===== src/rtl/hls_macc_lock_nch.sv =====
// ---------------------------------------------------------------------------
// hls_macc_lock_nch
//
// Logic-locked, multi-channel multiply-accumulate core with HLS ap_ctrl_hs
// block control. A run snapshots N_CH operand pairs. It then walks the
// channels one per cycle through a single shared multiplier. Each product
// either accumulates into the channel register or replaces it.
//
// Both operands are XOR-tweaked with (key_reg ^ KEY_MASK) before they are
// multiplied. With the golden key loaded the tweak is zero and the results
// are correct. Any other key corrupts the results without any indication.
//
// Ports
//   ap_clk, ap_rst    : clock (rising edge), synchronous active-high reset
//   ap_start          : level start request, sampled in IDLE
//   ap_done, ap_ready : one-cycle pulse at run completion
//   ap_idle           : high while the FSM sits in IDLE
//   mode              : 0 = accumulate, 1 = overwrite with product
//   i_a, i_b          : packed operands, channel c at [c*DATA_W +: DATA_W]
//   key_load, key_bit : serial key shift-in, MSB first
//   key_valid         : exactly KEY_W (or more) bits shifted in this load
//   o                 : packed per-channel result registers
//   o_ap_vld          : per-channel one-cycle valid pulse
// ---------------------------------------------------------------------------
module hls_macc_lock_nch #(
    parameter int                  DATA_W   = 32,
    parameter int                  N_CH     = 4,
    parameter logic [2*DATA_W-1:0] KEY_MASK = (2*DATA_W)'(64'hA5A5_5A5A_C3C3_3C3C)
) (
    input  logic                     ap_clk,
    input  logic                     ap_rst,
    input  logic                     ap_start,
    output logic                     ap_done,
    output logic                     ap_idle,
    output logic                     ap_ready,
    input  logic                     mode,
    input  logic [N_CH*DATA_W-1:0]   i_a,
    input  logic [N_CH*DATA_W-1:0]   i_b,
    input  logic                     key_load,
    input  logic                     key_bit,
    output logic                     key_valid,
    output logic [N_CH*DATA_W-1:0]   o,
    output logic [N_CH-1:0]          o_ap_vld
);

    localparam int KEY_W = 2 * DATA_W;
    localparam int CH_W  = (N_CH > 1) ? $clog2(N_CH) : 1;
    localparam int CNT_W = $clog2(KEY_W + 1);

    typedef enum logic [1:0] {
        S_IDLE,
        S_KEYLD,
        S_RUN,
        S_DONE
    } state_t;

    state_t                 state;
    logic [CH_W-1:0]        ch;
    logic                   mode_q;
    logic [KEY_W-1:0]       key_reg;
    logic [CNT_W-1:0]       key_cnt;
    logic                   key_valid_q;
    logic                   key_first;

    logic [DATA_W-1:0]      a_q [N_CH];
    logic [DATA_W-1:0]      b_q [N_CH];
    logic [DATA_W-1:0]      acc [N_CH];
    logic [N_CH-1:0]        vld_q;

    logic [KEY_W-1:0]       tweak;
    logic [DATA_W-1:0]      a_sel;
    logic [DATA_W-1:0]      b_sel;
    logic [DATA_W-1:0]      acc_sel;
    logic [DATA_W-1:0]      a_tw;
    logic [DATA_W-1:0]      b_tw;
    logic [DATA_W-1:0]      prod;
    logic [DATA_W-1:0]      acc_next;

    logic                   start_run;

    // A start is honoured only from IDLE, and only when no key load competes
    // for the same cycle (a key load wins).
    assign start_run = (state == S_IDLE) && !key_load && ap_start;

    // The tweak is zero with the golden key. It cannot change during a run
    // because key_reg only shifts in KEYLD.
    assign tweak = key_reg ^ KEY_MASK;

    // Shared datapath: pick the current channel's snapshot and accumulator,
    // tweak the operands, multiply mod 2^DATA_W, then accumulate or overwrite.
    always_comb begin
        a_sel   = '0;
        b_sel   = '0;
        acc_sel = '0;
        for (int c = 0; c < N_CH; c++) begin
            if (ch == CH_W'(c)) begin
                a_sel   = a_q[c];
                b_sel   = b_q[c];
                acc_sel = acc[c];
            end
        end
        a_tw     = a_sel ^ tweak[DATA_W-1:0];
        b_tw     = b_sel ^ tweak[KEY_W-1:DATA_W];
        prod     = a_tw * b_tw;
        acc_next = mode_q ? prod : (acc_sel + prod);
    end

    // Control FSM plus the key shift register. The key only moves in KEYLD.
    // The first shifted bit of each load restarts the count. The count
    // saturates at KEY_W, so extra bits keep shifting while key_valid stays
    // high.
    always_ff @(posedge ap_clk) begin
        if (ap_rst) begin
            state       <= S_IDLE;
            ch          <= '0;
            mode_q      <= 1'b0;
            key_reg     <= '0;
            key_cnt     <= '0;
            key_valid_q <= 1'b0;
            key_first   <= 1'b0;
        end else begin
            case (state)
                S_IDLE: begin
                    if (key_load) begin
                        state     <= S_KEYLD;
                        key_first <= 1'b1;
                    end else if (ap_start) begin
                        state  <= S_RUN;
                        ch     <= '0;
                        mode_q <= mode;
                    end
                end
                S_KEYLD: begin
                    if (key_load) begin
                        key_reg <= {key_reg[KEY_W-2:0], key_bit};
                        if (key_first) begin
                            key_first   <= 1'b0;
                            key_cnt     <= CNT_W'(1);
                            key_valid_q <= 1'b0;
                        end else if (key_cnt != CNT_W'(KEY_W)) begin
                            key_cnt <= key_cnt + CNT_W'(1);
                            if (key_cnt == CNT_W'(KEY_W - 1)) begin
                                key_valid_q <= 1'b1;
                            end
                        end
                    end else begin
                        state <= S_IDLE;
                    end
                end
                S_RUN: begin
                    if (ch == CH_W'(N_CH - 1)) begin
                        state <= S_DONE;
                    end else begin
                        ch <= ch + CH_W'(1);
                    end
                end
                S_DONE: begin
                    state <= S_IDLE;
                end
                default: begin
                    state <= S_IDLE;
                end
            endcase
        end
    end

    // Operand snapshot, per-channel accumulators and valid pulses. The
    // accumulator is the result register itself. o_ap_vld is a registered
    // one-hot of the channel written on the previous edge.
    always_ff @(posedge ap_clk) begin
        if (ap_rst) begin
            for (int c = 0; c < N_CH; c++) begin
                a_q[c] <= '0;
                b_q[c] <= '0;
                acc[c] <= '0;
            end
            vld_q <= '0;
        end else begin
            vld_q <= '0;
            if (start_run) begin
                for (int c = 0; c < N_CH; c++) begin
                    a_q[c] <= i_a[c*DATA_W +: DATA_W];
                    b_q[c] <= i_b[c*DATA_W +: DATA_W];
                end
            end
            if (state == S_RUN) begin
                for (int c = 0; c < N_CH; c++) begin
                    if (ch == CH_W'(c)) begin
                        acc[c]   <= acc_next;
                        vld_q[c] <= 1'b1;
                    end
                end
            end
        end
    end

    for (genvar g = 0; g < N_CH; g++) begin : g_pack
        assign o[g*DATA_W +: DATA_W] = acc[g];
    end

    assign o_ap_vld  = vld_q;
    assign key_valid = key_valid_q;
    assign ap_idle   = (state == S_IDLE);
    assign ap_done   = (state == S_DONE);
    assign ap_ready  = (state == S_DONE);

endmodule


===== config.mk =====
export PLATFORM = sky130hd
export DESIGN_NAME = hls_macc_lock_nch
export DESIGN_NICKNAME = d
export VERILOG_FILES = /design/src/rtl/hls_macc_lock_nch.sv
export SDC_FILE = /design/constraint.sdc
export NUM_CORES = 2
export LEC_CHECK = 0
export ABC_AREA = 1
export ABC_CLOCK_PERIOD_IN_PS = 20000
export BUFFER_PORTS_ARGS = -buffer_cell sky130_fd_sc_hd__buf_2
export CAP_MARGIN = 20
export CORE_MARGIN = 3
export CORE_UTILIZATION = 45
export DETAILED_ROUTE_END_ITERATION = 16
export PLACE_DENSITY_LB_ADDON = 0.3
export SLEW_MARGIN = 40
export SYNTH_ARGS = -nofsm -noshare
export SYNTH_HDL_FRONTEND = slang
export SYNTH_SLANG_ARGS = --single-unit

===== constraint.sdc =====
create_clock -name ap_clk -period 20 [get_ports ap_clk]
set_input_delay 2 -clock ap_clk [delete_from_list [all_inputs] [get_ports ap_clk]]
set_output_delay 2 -clock ap_clk [all_outputs]
set_load 0.01 [all_outputs]

==> impl_results.md <==
- H-tree levels: 2
- Die area: 0.0901 mm²
- Post_cts resized: 0
- Cell taking the most area after synthesis: edfxtp_1
- Initial antenna violation count: 2
- Worst setup path start: ch[0]
- Placed Instances: approximately 6000
- Crit-path max FO: 61
- Clock slew at reported path FFs: approximately 0.070 ns
- Setup bufs post-CTS: 0
- Clock Latency Late Sink: just under 0.6 ns
- # fillers: approximately 8100
- Die Ht: approximately 300 µm
- Largest net degree at the start of global routing: 159
- Post-Syn Nets: 5560
- GRT overflow: 0
- Count leader, synth: nand2_1
- DP HPWL: 94000 µm
- Router iterations before antenna repair: 8
- Routed vias/inst: ~5.2
- Worst EP required: just over 20 ns
- Syn avg cell area: slightly above 8 µm²
- Worst R2R End: acc[3][30]
- CP most frequent cell: fa_1
- Syn-to-layout area delta: 11.5%
- Post-synth EDFFs: about 380
- Total CTS buffers: 46
- DRT iter0 DRCs: 3177
- Mapped Cells: between 4000 and 5000
- Hold bufs inserted after CTS: 0
- Cell Area, Synth: approximately 0.039 mm²
- RSZ-0062 raised after global routing: false
- Post-synth cell types: 48
- Arrival @ worst endpoint: 12.68 ns
- Register-to-register setup slack: approximately 7.6 ns
- Layout Cells excl Fill: between 6000 and 7000
- Avg WL per Cell: between 15 and 20 µm
- Final Setup Violations: 0
- Largest regs: a_q (128), acc (128), b_q (128)
- Nets@finish: a little under 6000
- Final worst path period share: 0.619
- R2R cell count: 40
- Async SR Flop Fraction: 0
- Global-route wire length before repair: 187000 µm
- Critical path endpoint: acc[3][30]
- Crit-path max cell delay: 0.71 ns
- Rel. slew slack: 0.407
- Slew @ Worst Pin: ~0.9 ns
- Synth warn: 0
- Max stage delay cell, worst path: clkinv_2
- Die width: 300 µm
- Root buffer cell: clkbuf_16
- Final setup skew: about 0.025 ns
- All-layer global routing usage: 0.268
- Maximum clock path buffer count: 3
- Clock sink count: 466
- Maxcap violations: 0
- Sequential area share after synthesis: 0.338
- Startpoint Class: register
- Final Hold Viols: 0
- Port Buffer Count: between 300 and 400
- Run status: finished, final reports clean
- Combined area of the multi-input logic cells: 0.0216 mm²
- Total number of vias: about 32000
- IO Pins: just under 400
- Setup CP Type: reg2reg
- DRC: 0
- Diodes inserted: 0
- Min-Delay Path Class: reg2reg
- CTS tree: done
- Endpoint type of the worst setup path: register
- F_max: ~0.08 GHz
- Initial core utilization: 0.456
- FF-to-FF Start: ch[0]
- Row count: ~110
- Vias in the first global route: 32200
- Routed WL: between 100000 and 150000 µm
- Tmin final: roughly 12 ns
- Yosys reg bits: between 400 and 500
- DRT antenna net count: 0
- Setup_tns: 0 ns
- Register Area: roughly 0.013 mm²
- Primary FF master, synth: edfxtp_1
- Gp weighted congestion: 0.945
- Fraction of layout cells with a size suffix above 1: 0.113
- WHS Path Cells: 2
- Count of pins over their slew limit: 0
- Core region area: about 0.085 mm²
- Synth top area share: 0.296
- HP Start: key_reg[53]
- Top post-synthesis cells by area: edfxtp_1 (30%), fa_1 (21%), nand2_1 (9.4%), inv_1 (8.6%), nor2_1 (8.3%)
- Post-synth top cells: nand2_1 (980), inv_1 (888), nor2_1 (862)
## through the flow
step | worst slack, ns | cell area, µm² | utilization | hold slack (ns)
2_1_floorplan | 10.79 | 38900 | - | 0.453
3_3_place_gp | 7.96 | 41900 | 0.490 | 0.467
3_5_place_dp | 7.88 | 41900 | 0.491 | 0.472
4_1_cts | 7.82 | 43400 | 0.508 | 0.483
5_1_grt | 6.87 | 43400 | 0.508 | 0.505
6_report | 7.63 | 43400 | 0.508 | 0.486
## kinds of logic (layout without fill, tap and decap cells)
group,after synthesis,in the layout,synth area share
AND/OR/NAND/NOR,2072,2072,0.210
flip-flops,466,466,0.338
adder cells (fa/ha/maj),571,571,0.262
XOR/XNOR,43,43,0.0103
buffers and inverters,1094,1425,0.109
AO/OA/AOI/OAI,480,480,0.0694
multiplexers,1,1,0.000257
## worst min-delay path by stage
stage	endpoint	slack [ns]
global route	key_reg[43]	0.50
finish	key_reg[54]	0.49
floorplan	key_cnt[0]	0.45
global placement	key_reg[50]	0.47
CTS	key_reg[42]	0.48
detailed placement	key_reg[42]	0.47
## layer usage
metal,wire [µm],up-vias,global-route usage
met5,32,-,0
met4,4060,4,0.0819
met3,10700,215,0.0391
met2,54200,1513,0.420
met1,51500,15600,0.387
li1,-,15100,-
## cell usage in the layout (no fill, tap or decap), types with 4 or more instances in the layout
cell type | netlist | final
inv_1 | 888 | 886
nand4_1 | 11 | 11
o211ai_1 | 4 | 4
dfxtp_1 | 82 | 82
o31ai_1 | 32 | 32
o22ai_1 | 4 | 4
buf_2 | 30 | 397
o21bai_1 | 6 | 6
clkbuf_8 | 0 | 5
nor3_1 | 11 | 11
or2_2 | 16 | 16
ha_1 | 162 | 159
clkbuf_1 | 129 | 5
buf_4 | 10 | 29
a31oi_1 | 5 | 5
nand2_2 | 22 | 24
clkbuf_16 | 0 | 47
nand2_1 | 980 | 977
nor2_1 | 862 | 861
edfxtp_1 | 384 | 384
fa_1 | 409 | 409
inv_2 | 9 | 9
clkinv_2 | 0 | 13
clkinv_1 | 11 | 20
xor2_1 | 26 | 26
buf_6 | 6 | 4
nand3b_1 | 12 | 12
xnor2_1 | 15 | 15
o21ai_0 | 143 | 140
a21oi_1 | 234 | 234
nor4_1 | 5 | 5
a221oi_1 | 35 | 35
nand3_1 | 146 | 146
## worst max-delay path: cells and delay by family, from the launching register on
| family | cells | cell delay, ns |
|---|---|---|
| buffers and inverters | 8 | 2.18 |
| xor gates and xnor gates | 1 | 0.39 |
| AOI/OAI and AO/OA | 9 | 1.92 |
| DFF | 1 | 0.38 |
| and+or+nand+nor | 11 | 1.87 |
| adders and majority gates | 11 | 5.19 |
## layout make-up
type	instances	area share
Tap cell	1144	0.0330
Timing Repair Buffer	432	0.0527
Multi-Input combinational cell	3167	0.498
Clock buffer	57	0.0291
Inverter	908	0.0785
Clock inverter	28	0.00553
Sequential cell	466	0.303
Power is left out: the tool's default activity adds up to more than one toggle a clock period on the data nets, which glitch-free logic cannot reach.
